$ cat src/rtl/pe_acc_stage_pkg.sv
// Shared PE definitions: mode and accumulation-state encodings plus a
// width-generic saturating signed add.
package pe_acc_stage_pkg;

   typedef enum logic [1:0] {
      GEMM = 2'b00,
      DIV  = 2'b01,
      EXP  = 2'b10,
      LOG  = 2'b11
   } mode_e;

   typedef enum logic [1:0] {
      IDLE = 2'b00,
      ACC  = 2'b01,
      HOLD = 2'b10
   } state_e;

   localparam int unsigned SAT_MAX_BW = 64;

   // Operands arrive sign-extended to SAT_MAX_BW; bw is the real datapath width.
   // Result is {ovf, sum} with sum clamped to the signed bw-bit range.
   function automatic logic [SAT_MAX_BW:0] sat_add_f(
      input logic signed [SAT_MAX_BW-1:0] a,
      input logic signed [SAT_MAX_BW-1:0] b,
      input int unsigned                  bw
   );
      logic signed [SAT_MAX_BW:0] s;
      logic signed [SAT_MAX_BW:0] hi;
      logic signed [SAT_MAX_BW:0] lo;
      logic                       ovf;
      logic [SAT_MAX_BW-1:0]      r;
      s   = (SAT_MAX_BW+1)'(a) + (SAT_MAX_BW+1)'(b);
      hi  = (65'sd1 <<< (bw - 1)) - 65'sd1;
      lo  = -(65'sd1 <<< (bw - 1));
      ovf = 1'b0;
      r   = s[SAT_MAX_BW-1:0];
      if (s > hi) begin
         ovf = 1'b1;
         r   = hi[SAT_MAX_BW-1:0];
      end else if (s < lo) begin
         ovf = 1'b1;
         r   = lo[SAT_MAX_BW-1:0];
      end
      return {ovf, r};
   endfunction

endpackage

$ cat src/rtl/pe_acc_stage_sat_add.sv
// ACC_BW-wide saturating signed adder with overflow flag, shared by PE stages.
module pe_acc_stage_sat_add
   import pe_acc_stage_pkg::*;
#(
   parameter int unsigned ACC_BW = 32
) (
   input  logic [ACC_BW-1:0] i_a,
   input  logic [ACC_BW-1:0] i_b,
   output logic [ACC_BW-1:0] o_sum,
   output logic              o_ovf
);

   logic [SAT_MAX_BW:0]        w_res;
   logic [SAT_MAX_BW-1:ACC_BW] w_unused_ext;

   assign w_res = sat_add_f(SAT_MAX_BW'(signed'(i_a)),
                            SAT_MAX_BW'(signed'(i_b)),
                            ACC_BW);

   // Bits above ACC_BW are only sign copies of the clamped result.
   assign w_unused_ext = w_res[SAT_MAX_BW-1:ACC_BW];
   assign o_sum        = w_res[ACC_BW-1:0];
   assign o_ovf        = w_res[SAT_MAX_BW];

endmodule

$ cat src/rtl/pe_acc_stage.sv
// PE accumulation stage: product + offset on the first beat, then saturating
// accumulation of further products, result held on a valid/ready output.
module pe_acc_stage
   import pe_acc_stage_pkg::*;
#(
   parameter int unsigned MUL_BW = 16,
   parameter int unsigned ACC_BW = 32,
   parameter int unsigned CNT_BW = 8
) (
   input  logic                  clk,
   input  logic                  rst_n,
   input  logic [1:0]            gemm_uno,
   input  logic [CNT_BW-1:0]     len_i,
   input  logic                  in_valid,
   output logic                  in_ready,
   input  logic [2*MUL_BW-1:0]   prod_i,
   input  logic [ACC_BW-1:0]     offset_i,
   output logic                  out_valid,
   input  logic                  out_ready,
   output logic [ACC_BW-1:0]     acc_o,
   output logic                  ovf_o
);

   localparam logic [CNT_BW-1:0] CNT_ONE = CNT_BW'(1);

   state_e              r_state;
   state_e              w_state_nxt;
   logic [ACC_BW-1:0]   r_acc;
   logic                r_ovf;
   logic [CNT_BW-1:0]   r_cnt;
   logic [CNT_BW-1:0]   r_target;

   logic                w_beat;
   logic                w_first;
   logic                w_acc_beat;
   logic [CNT_BW-1:0]   w_target_first;
   logic [CNT_BW-1:0]   w_cnt_inc;
   logic [ACC_BW-1:0]   w_prod_ext;
   logic [ACC_BW-1:0]   w_add_a;
   logic [ACC_BW-1:0]   w_add_b;
   logic [ACC_BW-1:0]   w_sum;
   logic                w_sum_ovf;

   assign in_ready   = (r_state != HOLD) || out_ready;
   assign w_beat     = in_valid && in_ready;
   // A beat taken in HOLD implies out_ready, so it retires the result and starts anew.
   assign w_first    = w_beat && (r_state != ACC);
   assign w_acc_beat = w_beat && (r_state == ACC);
   assign w_cnt_inc  = r_cnt + CNT_ONE;
   assign w_prod_ext = ACC_BW'(signed'(prod_i));

   always_comb begin
      w_target_first = CNT_ONE;
      if (mode_e'(gemm_uno) == GEMM && len_i != '0) begin
         w_target_first = len_i;
      end
   end

   assign w_add_a = w_first ? w_prod_ext : r_acc;
   assign w_add_b = w_first ? offset_i   : w_prod_ext;

   pe_acc_stage_sat_add #(
      .ACC_BW (ACC_BW)
   ) u_sat_add (
      .i_a   (w_add_a),
      .i_b   (w_add_b),
      .o_sum (w_sum),
      .o_ovf (w_sum_ovf)
   );

   always_comb begin
      w_state_nxt = r_state;
      unique case (r_state)
         IDLE: begin
            if (w_first) begin
               w_state_nxt = (w_target_first == CNT_ONE) ? HOLD : ACC;
            end
         end
         ACC: begin
            if (w_acc_beat && w_cnt_inc == r_target) begin
               w_state_nxt = HOLD;
            end
         end
         HOLD: begin
            if (w_first) begin
               w_state_nxt = (w_target_first == CNT_ONE) ? HOLD : ACC;
            end else if (out_ready) begin
               w_state_nxt = IDLE;
            end
         end
         default: w_state_nxt = IDLE;
      endcase
   end

   always_ff @(posedge clk) begin
      if (!rst_n) begin
         r_state <= IDLE;
      end else begin
         r_state <= w_state_nxt;
      end
   end

   always_ff @(posedge clk) begin
      if (!rst_n) begin
         r_acc    <= '0;
         r_ovf    <= 1'b0;
         r_cnt    <= '0;
         r_target <= '0;
      end else if (w_first) begin
         r_acc    <= w_sum;
         r_ovf    <= w_sum_ovf;
         r_cnt    <= CNT_ONE;
         r_target <= w_target_first;
      end else if (w_acc_beat) begin
         r_acc    <= w_sum;
         r_ovf    <= r_ovf | w_sum_ovf;
         r_cnt    <= w_cnt_inc;
      end
   end

   assign out_valid = (r_state == HOLD);
   assign acc_o     = r_acc;
   assign ovf_o     = r_ovf;

endmodule

$ cat config.mk
export PLATFORM = sky130hd
export DESIGN_NAME = pe_acc_stage
export DESIGN_NICKNAME = d
export VERILOG_FILES = /design/src/rtl/pe_acc_stage_pkg.sv /design/src/rtl/pe_acc_stage_sat_add.sv /design/src/rtl/pe_acc_stage.sv
export SDC_FILE = /design/constraint.sdc
export NUM_CORES = 1
export LEC_CHECK = 0
export ABC_CLOCK_PERIOD_IN_PS = 8500
export CAP_MARGIN = 10
export CORE_MARGIN = 2
export CORE_UTILIZATION = 45
export DETAILED_ROUTE_END_ITERATION = 8
export PLACE_DENSITY = 0.69
export SYNTH_ARGS = -nofsm -noshare
export SYNTH_HDL_FRONTEND = slang
export SYNTH_SLANG_ARGS = --single-unit
$ cat constraint.sdc
create_clock -name clk -period 8.5 [get_ports clk]
set_clock_uncertainty 0.1 [all_clocks]
set_input_delay 2.55 -clock clk [delete_from_list [all_inputs] [get_ports clk]]
set_output_delay 2.55 -clock clk [all_outputs]
set_load 0.01 [all_outputs]
---- After elaboration in Yosys (flattened, before gate mapping) ----
Cells that the tools add are included.
storage, ports and cells
  bits in latches ......................... 0
  input bits .............................. 78
  register bits ........................... 51
  ROM bits ................................ 0
  memories kept ........................... 0
  output and inout port bits .............. 35
  bits in writable memories ............... 0
  logic and storage cells ................. 52
operators by class
  $add $sub $neg .......................... 2
  $mul .................................... 0
  bitwise logic cells ..................... 2
  reduce and logical (&&, ||, !) cells .... 12
  $lt $le $gt $ge ......................... 2
  mux-type cells .......................... 19
  divide/modulo/power cells ............... 0
  equality and inequality tests ........... 9
  shifts and indexed selects .............. 0
operators by type and width
  kind                                                   number
  2-to-1 mux 32 bit                                      6
  adder 32 x 32 -> 33 bit                                1
  > comparator 33 x 32 -> 1 bit (second input constant)  1
  < comparator 33 x 32 -> 1 bit (second input constant)  1
  2-to-1 mux 2 bit                                       5
  adder 8 x 1 -> 8 bit (second input constant)           1
  equality test 8 x 1 -> 1 bit (second input constant)   1
  equality test 8 bit                                    1
  2-to-1 mux 8 bit                                       1
  nonzero test 8 bit                                     1
  2-to-1 mux 1 bit                                       6
  case mux 2 bit (3 select lines)                        1
  logical AND 1 bit                                      5
  zero test 2 bit                                        2
  != test 2 x 1 -> 1 bit (second input constant)         2
  != test 2 bit (second input constant)                  2
  != test 3 x 1 -> 1 bit (second input constant)         1
  AND reduction 3 bit                                    1
  equality test 2 x 1 -> 1 bit (second input constant)   1
  equality test 2 bit (second input constant)            1
  nonzero test 2 bit                                     1
  OR reduction 2 bit                                     1
  logical OR 1 bit                                       1
  inverter 1 bit                                         1
  bitwise OR 1 bit                                       1

---- Longest topological paths before layout ----
  depth in word-level cells ............... 12
  depth in mapped cells ................... 24
  mapped depth without buffers ............ 20

---- Cells and area by module ----
A second synthesis with hierarchy kept.
second synthesis, totals
  cell total of the unflattened synthesis .. 638
  area total of the unflattened synthesis .. 5133.7 µm²
by module, submodules not included
  module                instances  area each (µm²)  sequential area each (µm²)  cells an instance
  pe_acc_stage          1          2885.3           1021.0                      325
  pe_acc_stage_sat_add  1          2248.4           0.0                         313

---- Worst setup path after synthesis ----
OpenSTA, ideal clock, no wires.
  kind .................................... input to register
  from .................................... input out_ready
  to ...................................... register r_acc[11] (netlist: acc_o[11])
  data arrival time ....................... 6.773 ns
  stages on the path ...................... 24
  buffers on the path ..................... 5
  data required time ...................... 8.334 ns
  slack ................................... 1.561 ns
  library setup time ...................... 0.066 ns
  path through ............................ nand2b_1 nor2_1 inv_1 and2_1 clkbuf_1 o21ai_0 clkbuf_1 clkbuf_1 buf_1 nand2_1 nand2_1 ha_1 inv_1 fa_1 nand2b_1 a21o_1 a21oi_2 nor3_2 or2_4 a211oi_4 o32ai_4 buf_6 maj3_2 a21oi_2
between the ends
  cells in the longest elaborated chain, start to end .. 10
  elaborated cells between the ends (all ways) .. 14
  classes of those cells .................. add/sub: 1; order compare: 2; mux: 6; reduce/logical: 5
ends and longest elaborated chain
  item                                  RTL line                                text
  from (decl)                           pe_acc_stage.sv:19                      input logic out_ready,
  logical OR 1 bit (*)                  pe_acc_stage.sv:44                      assign in_ready = (r_state != HOLD) || out_ready;
  named net in_ready                    pe_acc_stage.sv:15                      output logic in_ready,
  logical AND 1 bit (*)                 pe_acc_stage.sv:45                      assign w_beat = in_valid && in_ready;
  logical AND 1 bit                     pe_acc_stage.sv:47                      assign w_first = w_beat && (r_state != ACC);
  2-to-1 mux 32 bit (on tied branches)  pe_acc_stage.sv:59, pe_acc_stage.sv:60
  adder 32 x 32 -> 33 bit               pe_acc_stage_pkg.sv:32                  s = (SAT_MAX_BW+1)'(a) + (SAT_MAX_BW+1)'(b);
  < comparator 33 x 32 -> 1 bit         pe_acc_stage_pkg.sv:40                  end else if (s < lo) begin
  2-to-1 mux 32 bit                     pe_acc_stage_pkg.sv:40
  2-to-1 mux 32 bit                     pe_acc_stage_pkg.sv:37                  if (s > hi) begin
  2-to-1 mux 32 bit                     pe_acc_stage.sv:114                     end else if (w_acc_beat) begin
  2-to-1 mux 32 bit                     pe_acc_stage.sv:109                     end else if (w_first) begin
  to (signal assigned)                  pe_acc_stage.sv:110                     r_acc <= w_sum;
  to (signal assigned)                  pe_acc_stage.sv:115                     r_acc <= w_sum;
  to (decl)                             pe_acc_stage.sv:28                      logic [ACC_BW-1:0] r_acc;
The timed path passes the listed nets; every way through them passes the cells marked *. The select of a mux whose other input is x is not followed.
A chain may end at the register's enable or synchronous reset.

---- Worst setup path after layout ----
  from .................................... input out_ready
  to ...................................... register r_acc[13] (netlist: acc_o[13])
between the ends
  cells in the longest elaborated chain, start to end .. 10
  elaborated cells between the ends (all ways) .. 14
  classes of those cells .................. add/sub: 1; order compare: 2; mux: 6; reduce/logical: 5
ends and longest elaborated chain
  item                                  RTL line
  logical OR 1 bit (*)                  pe_acc_stage.sv:44
  logical AND 1 bit (*)                 pe_acc_stage.sv:45
  logical AND 1 bit                     pe_acc_stage.sv:47
  2-to-1 mux 32 bit (on tied branches)  pe_acc_stage.sv:59, pe_acc_stage.sv:60
  adder 32 x 32 -> 33 bit               pe_acc_stage_pkg.sv:32
  < comparator 33 x 32 -> 1 bit         pe_acc_stage_pkg.sv:40
  2-to-1 mux 32 bit                     pe_acc_stage_pkg.sv:40
  2-to-1 mux 32 bit                     pe_acc_stage_pkg.sv:37
  2-to-1 mux 32 bit                     pe_acc_stage.sv:114
  2-to-1 mux 32 bit                     pe_acc_stage.sv:109
Mark *: on every way between the ends. The rest lies on a longest branch, timed or not. The select of a mux whose other input is x is not followed.

==> results.md <==
* Run status: completed
* Worst slew slack as a fraction of its limit at 41.15%
* Critical hold path startpoint: ovf_o
* Crit Reg-Reg Startpoint: r_state[1]
* FF+latch count, synth at 51
* Wire length of the first global-routing pass at 24090 um
* Area added between synthesis and finish at 26.24%
* Number of enable flip-flop cells after synthesis at 0
* Worst Hold Path EP: ovf_o
* Vias post-DR at 5323
* Total power after layout at 0.001475 W
* Total number of H-tree levels at 2
* Via density per instance at 5.562
* Post-synthesis cell count at 732
* Total Negative Setup Slacks at 0 ns
* Terminus of the critical flop-to-flop path: acc_o[13]
* Buffer count from post-CTS setup fixing at 0
* Post-Syn Area at 5097 sq um
* Number of nets in the layout at 928
* Count of final setup violators at 0
* Number of antenna cells inserted at 0
* DRT antenna net count at 0
* Critical path required time at 8.60 ns
* Maximum fanout encountered on the critical timing path at 39
* Ys async rst share at 0%
* Placed Instance Area at 6281 sq um
* Setup WS post-layout at 1.243 ns
* # DRC at 0
* Min-Delay Path Class: flip-flop to flip-flop
* Post-route cell area at 6435 sq um
* Ordered cell list for the critical path: clkdlybuf4s50_1 > nand2b_1 > nor2_1 > inv_1 > and2_2 > o21ai_4 > buf_4 > nand2_1 > nand2_1 > ha_1 > a211oi_1 > o21ai_1 > o31ai_1 > a21oi_1 > o21ai_1 > a21oi_1 > xnor2_2 > buf_4 > nor3_1 > o31a_1
* CTS Root Cell: clkbuf_16
* Reg2Reg Depth at 19
* Crit path kind: primary input to flip-flop
* Achievable frequency at 137.8 MHz
* Number of distinct standard cells referenced by the synthesized netlist at 62
* Worst setup SP type: primary input
* Row count at 38
* Hold buffers post-CTS at 0
* WL final at 14530 um
* Final Cycle Share at 85.38%
* Core area at 10940 sq um
* Number of clock buffers inserted by TritonCTS at 5
* Sequential share of the synthesized area at 20.03%
* Setup WS pre-CTS at 0.9459 ns
* Pin count of the biggest net entering global routing at 60
* Critical Path Sink Type: flip-flop
* Area share of the largest cell type after synthesis at 20.03%
* Number of synthesis warnings at 0
* Hold violation total from the final report at 0
* Commonest non-fill, non-tap cells in the layout: nand2_1 (226), clkdlybuf4s50_1 (111), dfxtp_1 (51)
* Antenna violations before repair at 0
* Chip Height at 110.4 um
* Worst setup slack for register-to-register paths at 3.48 ns
* Pwr/cell area at 229.3 nW/um^2
* Die W at 110.4 um
* Hold path cells at 2
* Number of global-route vias before repair at 5142
* Fill cell total of the finished layout at 1026
* Arrival time at the worst endpoint at 7.35 ns
* DIE AREA at 12190 sq um
* Violation count after the first detailed-route iteration at 316
* Transition time at the pin with the least slew margin at 0.8784 ns
* Global-route met1 utilization at 30.27%
* Met2 Resource Use GR at 39.39%
* Standard cell with the maximum stage delay on the critical path: xnor2_2
* Detailed-route wire length per cell at 15.19 um
* Worst IR drop on VDD at 117.5 uV
* Synthesized netlist net count at 844
* CTS tree: done
* RSZ-0062 raised after global routing: no
* CP peak stage delay at 0.70 ns
* Register clock-pin slew on the reported worst setup and hold paths at 0.08 ns
* Final weighted congestion in routability-driven placement at 0.9175
* Number of gates resized after CTS at 0
* Most used flip-flop cell after synthesis: dfxtp_1
* Number of ports placed on the die boundary at 113
* Number of sinks handled by clock tree synthesis at 51
* Top post-synthesis cells by area: dfxtp_1 (20%), nand2_1 (17%), ha_1 (8.1%), maj3_2 (5.7%), a21oi_2 (4.5%)
* Commonest non-fill, non-tap cell in the layout: nand2_1
* LEAKAGE at 2.706 nW
* Clock Latency Late Sink at 0.30 ns
* Routing usage on met3 at 2.964%
* Max cap viols at 0
* Detailed-router iteration count before antenna repair at 7
* Layer carrying the most global-route usage: met2
* Total congestion overflow at 0
* Hpwl dp at 11010 um
* Time the worst path needs with I/O delays and setup at 7.257 ns
* Final-report max-slew violation count at 0
* # port buffers at 112
* Cell taking the most area after synthesis: dfxtp_1
* Global-route usage over all layers at 22.97%
* Post-synthesis area per instance at 6.964 sq um
* Bufs on Longest Clock Path at 2
* Fraction of layout cells with a size suffix above 1 at 10.16%
* Initial standard-cell utilization of the core at 46.61%
-- area by class of cell --
cell class	count	area, sq um	area share (%)
clock buffers	5	125.1	1.944
clock inverters	3	28.78	0.4472
inverters	17	63.81	0.9916
multi-input cells	621	3845	59.75
flip-flops and latches	51	1021	15.87
well taps	140	175.2	2.722
repair buffers	120	1176	18.28
-- routing by layer --
layer  routed length [um]  share of wire (%)
met1                 6710                 46
met3                  567                3.9
met2                 6967                 48
met4                  288                2.0
met5                    0                  0
-- flip-flops by register name, indices dropped and copies added, names as in the netlist --
register,count
acc_o,32
ovf_o,1
r_cnt,8
r_state,2
r_target,8
-- worst max path at each step --
| stage | startpoint | end | slack [ns] | cells after the start |
|---|---|---|---|---|
| 2_1_floorplan | out_ready | acc_o[11] | 1.56 | 24 |
| 3_3_place_gp | out_ready | acc_o[10] | 1.15 | 20 |
| 3_5_place_dp | out_ready | acc_o[13] | 0.95 | 20 |
| 4_1_cts | out_ready | acc_o[13] | 1.26 | 20 |
| 5_1_grt | out_ready | acc_o[13] | 0.84 | 20 |
| 6_report | out_ready | acc_o[13] | 1.24 | 20 |
-- stage by stage --
step | hold slack [ns] | utilization (%) | instances
5_1_grt | 0.4132 | 58.84 | 957
2_1_floorplan | 0.3533 | - | 732
3_5_place_dp | 0.3710 | 57.44 | 949
4_1_cts | 0.3826 | 58.84 | 957
6_report | 0.3755 | 58.84 | 957
3_3_place_gp | 0.3645 | 57.44 | 949
-- worst max-delay path, delay by kind of cell --
| family | cells | cell delay [ns] |
|---|---|---|
| buf+inv | 4 | 1.27 |
| simple gates | 6 | 0.87 |
| fa+ha+maj | 1 | 0.25 |
| compound gates | 8 | 1.70 |
| xor+xnor | 1 | 0.70 |
-- where the power goes --
part / total [W] / switching (W) / leakage, nW / internal [W]
Clock: 0.000220 / 0.000107 / 0.0759 / 0.000113
Combinational: 0.000943 / 0.000516 / 2.21 / 0.000427
Sequential: 0.000312 / 0.0000328 / 0.421 / 0.000279
-- Yosys cell counts, types with 2 or more instances --
library cell and count:
a211o_1 2, a211oi_1 7, a21boi_0 3, a21o_1 11, a21oi_1 41, a21oi_2 26
a22oi_1 8, a311oi_1 2, a31oi_1 7, and2_1 6, and3_1 5, buf_1 7
buf_6 3, clkbuf_1 30, clkbuf_2 2, dfxtp_1 51, ha_1 33, inv_1 17
maj3_1 2, maj3_2 26, nand2_1 226, nand2b_1 4, nand3_1 12, nand4_1 6
nor2_1 34, nor2b_1 9, nor3_1 9, o211ai_1 5, o21a_1 4, o21ai_0 45
o21ai_1 2, o21bai_1 4, o31a_1 4, o31ai_1 3, o41ai_1 2, or4_1 3
xnor2_1 25, xor2_1 22
-- cells by family after synthesis --
kind of cell	after synthesis	synth area share (%)
AO/OA/AOI/OAI	189	25.58
XOR/XNOR	47	8.076
adder cells (fa/ha/maj)	62	14.63
buffers and inverters	60	4.934
flip-flops	51	20.03
AND/OR/NAND/NOR	323	26.76
(Power assumes the default switching activity.)
==> variant 1 (config.mk and constraints unchanged) <==
Re-encode `state_e` (3 states) as one-hot, 3 bits wide.
--- a/src/rtl/pe_acc_stage_pkg.sv
+++ b/src/rtl/pe_acc_stage_pkg.sv
@@ -11,6 +11,6 @@
 
-   typedef enum logic [1:0] {
-      IDLE = 2'b00,
-      ACC  = 2'b01,
-      HOLD = 2'b10
+   typedef enum logic [2:0] {
+      IDLE = 3'b001,
+      ACC  = 3'b010,
+      HOLD = 3'b100
    } state_e;
Behaviour: no difference found for any inputs over 10 cycles, from zero or initial values and one cycle with rst_n low; not proved beyond that.
==> variant 1 against the original RTL <==
  * Critical endpoint is now acc_o[24]$_SDFFE_PN0P_
  * Setup slack worse by 64 ps
  * Sequential power hardly changed
  * Wire length is 3.9% lower
  * Critical path type unchanged
  * Maximum frequency is 0.88% lower
  * Total power is 7.3% lower
  * Clock power is 9.1% higher
  * Cell count is 11% lower
  * Non-clock buffer count is 1 higher
  * Final area is 1.0% higher
  * Global-route usage is 1.0 points lower
  * Area after synthesis is 0.59% higher
  * Sequential cell count is 1 higher
==> variant 1: results (changes against the original RTL) <==
INFO  timing         holdWs=377ps [was 375 ps]
INFO  placed_design  detailedPlacementHpwl=10,500µm [was 11,000 µm]
INFO  grt            groute.layer.met3.usage=0.0317 [was 0.0296]
INFO  placed_design  postPlaceCellArea=0.00633mm² [was 0.00628 mm²]
INFO  pwr            intPower=0.821mW [was 0.819 mW]
INFO  pwr            share_of_total_power_in_the_clock_network=0.176 [was 0.149]
INFO  grt            grt_start_max_net_pins=73 [was 60]
INFO  placed_design  place_congestion=0.961 [was 0.918]
INFO  grt            grt_pass1_wl=23,200µm [was 24,100 µm]
INFO  yosys          synth_top_cells_by_area=sky130_fd_sc_hd__dfxtp_1 20%, sky130_fd_sc_hd__mux2_2 14%, sky130_fd_sc_hd__ha_1 8.1%, sky130_fd_sc_hd__a21oi_1 7.0%, sky130_fd_sc_hd__maj3_2 6.6% [was sky130_fd_sc_hd__dfxtp_1 20%, sky130_fd_sc_hd__nand2_1 17%, sky130_fd_sc_hd__ha_1 8.1%, sky130_fd_sc_hd__maj3_2 5.7%, sky130_fd_sc_hd__a21oi_2 4.5%]
INFO  grt            met2_track_demand_over_resource_in_global_routing=0.389 [was 0.394]
INFO  yosys          synth_top_cells_by_count=72 x sky130_fd_sc_hd__a21oi_1, 64 x sky130_fd_sc_hd__mux2_2, 57 x sky130_fd_sc_hd__o21ai_0 [was 226 x sky130_fd_sc_hd__nand2_1, 51 x sky130_fd_sc_hd__dfxtp_1, 45 x sky130_fd_sc_hd__o21ai_0]
INFO  worst_setup_path largest_fanout_of_any_net_on_the_critical_path=31 [was 39]
INFO  detailed_routing route.detailed.wl_per_inst=16.4µm [was 15.2 µm]
INFO  cells_and_area multi_input_area=0.00386mm² [was 0.00384 mm²]
INFO  detailed_routing met2WireLength=6860µm [was 6970 µm]
INFO  timing         fin_ws=1180ps [was 1240 ps]
INFO  cells_and_area finalNetCount=821 [was 928]
INFO  worst_setup_path cp_slowest_cell=sky130_fd_sc_hd__a21oi_4 [was sky130_fd_sc_hd__xnor2_2]
INFO  timing         worst_slew_margin_rel=0.492 [was 0.412]
INFO  cells_and_area finalNonFillerCells=850 [was 957]
INFO  pwr            power_density=210mW/mm² [was 229 mW/mm²]
INFO  detailed_routing vias=4,978 [was 5,323]
INFO  outcome        outcome=finished, final reports clean [unchanged]
INFO  pwr            p_leak=2.50nW [was 2.71 nW]
INFO  cells_and_area drive_above_1_share=0.185 [was 0.102]
INFO  grt            grt_pass1_vias=4,934 [was 5,142]
[variant 1: changes by cell type after synthesis, moves of 9 or more]
cell / delta
sky130_fd_sc_hd__a21oi_1: +31
sky130_fd_sc_hd__nor2b_1: +9
sky130_fd_sc_hd__o21ai_0: +12
sky130_fd_sc_hd__a21oi_2: -24
sky130_fd_sc_hd__nand2_1: -182
sky130_fd_sc_hd__mux2_2: +64
[variant 1: logic make-up after synthesis]
| logic type | count (synthesis) | share of synthesized area |
|---|---|---|
| muxes | 66 | 0.144 |
| xor gates and xnor gates | 41 | 0.0700 |
| adders and majority gates | 64 | 0.150 |
| AOI/OAI and AO/OA | 194 | 0.240 |
| buffers and inverters | 49 | 0.0466 |
| DFF | 52 | 0.203 |
| and+or+nand+nor | 151 | 0.146 |
[variant 1: final cells by class]
type	count	share of cell area
multi-input cells	516	0.594
inverters	13	0.00751
clock inverters	3	0.00712
clock buffers	5	0.0192
repair buffers	121	0.185
well taps	140	0.0269
flip-flops and latches	52	0.160
==> variant 2 (same flow settings) <==
Made on the original files. Make the reset (`rst_n`) asynchronous in 2 clocked blocks.
--- a/src/rtl/pe_acc_stage.sv
+++ b/src/rtl/pe_acc_stage.sv
@@ -94,3 +94,3 @@
 
-   always_ff @(posedge clk) begin
+   always_ff @(posedge clk or negedge rst_n) begin
       if (!rst_n) begin
@@ -102,3 +102,3 @@
 
-   always_ff @(posedge clk) begin
+   always_ff @(posedge clk or negedge rst_n) begin
       if (!rst_n) begin
Behaviour: differs if rst_n is asserted again (counterexample within 4 cycles, from zero or initial values and one cycle with rst_n low); with rst_n held inactive, the same outputs for 10 cycles.
==> variant 2 against the original RTL <==
  * Critical path depth fell by 3
  * Total power grew 42%
  * Area after synthesis is 3.0% lower
  * Register-to-register slack worse by 160 ps
  * Synthesized cell count down 21%
  * Worst hold slack improved by 49 ps
  * Wire length shrank 4.9%
  * Die area decreased by 2.9%
  * Sequential cell count did not move
  * Setup slack improved by 12 ps
  * Sequential share of layout area rose by 4.5 points
  * Final area is 2.8% lower
  * Clock power fell by 26%
  * Critical path type unchanged
==> variant 2: results (changes against the original RTL) <==
INFO  cells_and_area design_area=0.00626mm² [was 0.00643 mm²]
INFO  worst_setup_path r2r_cell_count=16 [was 19]
INFO  pwr            intPower=1.08mW [was 0.819 mW]
INFO  hold_path      hold_start=acc_o[14]$_DFFE_PN0P_ [was ovf_o$_SDFFE_PN0P_]
INFO  placed_design  postPlaceCellArea=0.00616mm² [was 0.00628 mm²]
INFO  yosys          synth_flop_cell=sky130_fd_sc_hd__dfrtp_1 [was sky130_fd_sc_hd__dfxtp_1]
INFO  worst_setup_path worst_setup_path_endpoint=acc_o[27]$_DFFE_PN0P_ [was acc_o[13]$_SDFFE_PN0P_]
INFO  cells_and_area multi_input_comb_cells=487 [was 621]
INFO  worst_setup_path largest_fanout_of_any_net_on_the_critical_path=36 [was 39]
INFO  hold_path      holdPathEnd=acc_o[14]$_DFFE_PN0P_ [was ovf_o$_SDFFE_PN0P_]
INFO  worst_setup_path crit_arrival=7330ps [was 7350 ps]
INFO  pwr            vdd_drop_max=0.000156V [was 0.000118 V]
INFO  cells_and_area finalNetCount=787 [was 928]
INFO  timing         worst-slew-pin-transition=1150ps [was 878 ps]
INFO  yosys          synth-seq-area-share=0.258 [was 0.200]
INFO  worst_setup_path cp_slowest_cell=sky130_fd_sc_hd__o21ai_2 [was sky130_fd_sc_hd__xnor2_2]
INFO  yosys          async_flop_share=1.00 [was 0]
INFO  cells_and_area multi_input_area=0.00349mm² [was 0.00384 mm²]
INFO  yosys          post_synthesis_net_count=690 [was 844]
INFO  placed_design  placed_cells=808 [was 949]
INFO  cells_and_area clockNetworkAreaShare=0.0158 [was 0.0239]
INFO  cells_and_area regArea=0.00128mm² [was 0.00102 mm²]
INFO  yosys          synth_compound_gate_area_share=0.264 [was 0.256]
INFO  cells_and_area layout.filler_cells=982 [was 1,026]
INFO  outcome        outcome=finished, final reports clean [unchanged]
INFO  grt            grt_use_total=0.239 [was 0.230]
INFO  detailed_routing drtPass1Iterations=5 [was 7]
INFO  pwr            sequentialPower=0.405mW [was 0.312 mW]
INFO  clock_network  clk_pin_slew_worst_paths=100ps [was 80 ps]
INFO  cells_and_area drive_above_1_share=0.149 [was 0.102]
INFO  clock_network  cts_root_buf=sky130_fd_sc_hd__clkbuf_8 [was sky130_fd_sc_hd__clkbuf_16]
INFO  grt            grt_start_max_net_pins=52 [was 60]
variant 2: cell types whose count changed in the layout (fill, tap and decap cells not counted), moves of 26 or more:
| cell | before | now |
|---|---|---|
| sky130_fd_sc_hd__mux2_2 | 0 | 64 |
| sky130_fd_sc_hd__nand2_1 | 226 | 64 |
| sky130_fd_sc_hd__dfrtp_1 | 0 | 51 |
| sky130_fd_sc_hd__maj3_2 | 26 | 0 |
| sky130_fd_sc_hd__dfxtp_1 | 51 | 0 |
| sky130_fd_sc_hd__a21oi_2 | 26 | 0 |
variant 2: stage by stage:
| step | setup WS (ps) | hold slack, ps |
|---|---|---|
| final | 1250 | 425 |
| after global routing | 890 | 457 |
| after CTS | 1250 | 426 |
| after detailed placement | 935 | 400 |
| after global placement | 1110 | 375 |
| after floorplan | 1810 | 358 |
variant 2: metal layers:
metal	vias up	track usage	share of wire
li1	2311	-	-
met1	2312	0.308	0.45
met2	116	0.434	0.50
met3	18	0.0275	0.039
met4	0	0.0449	0.013
met5	-	0	0
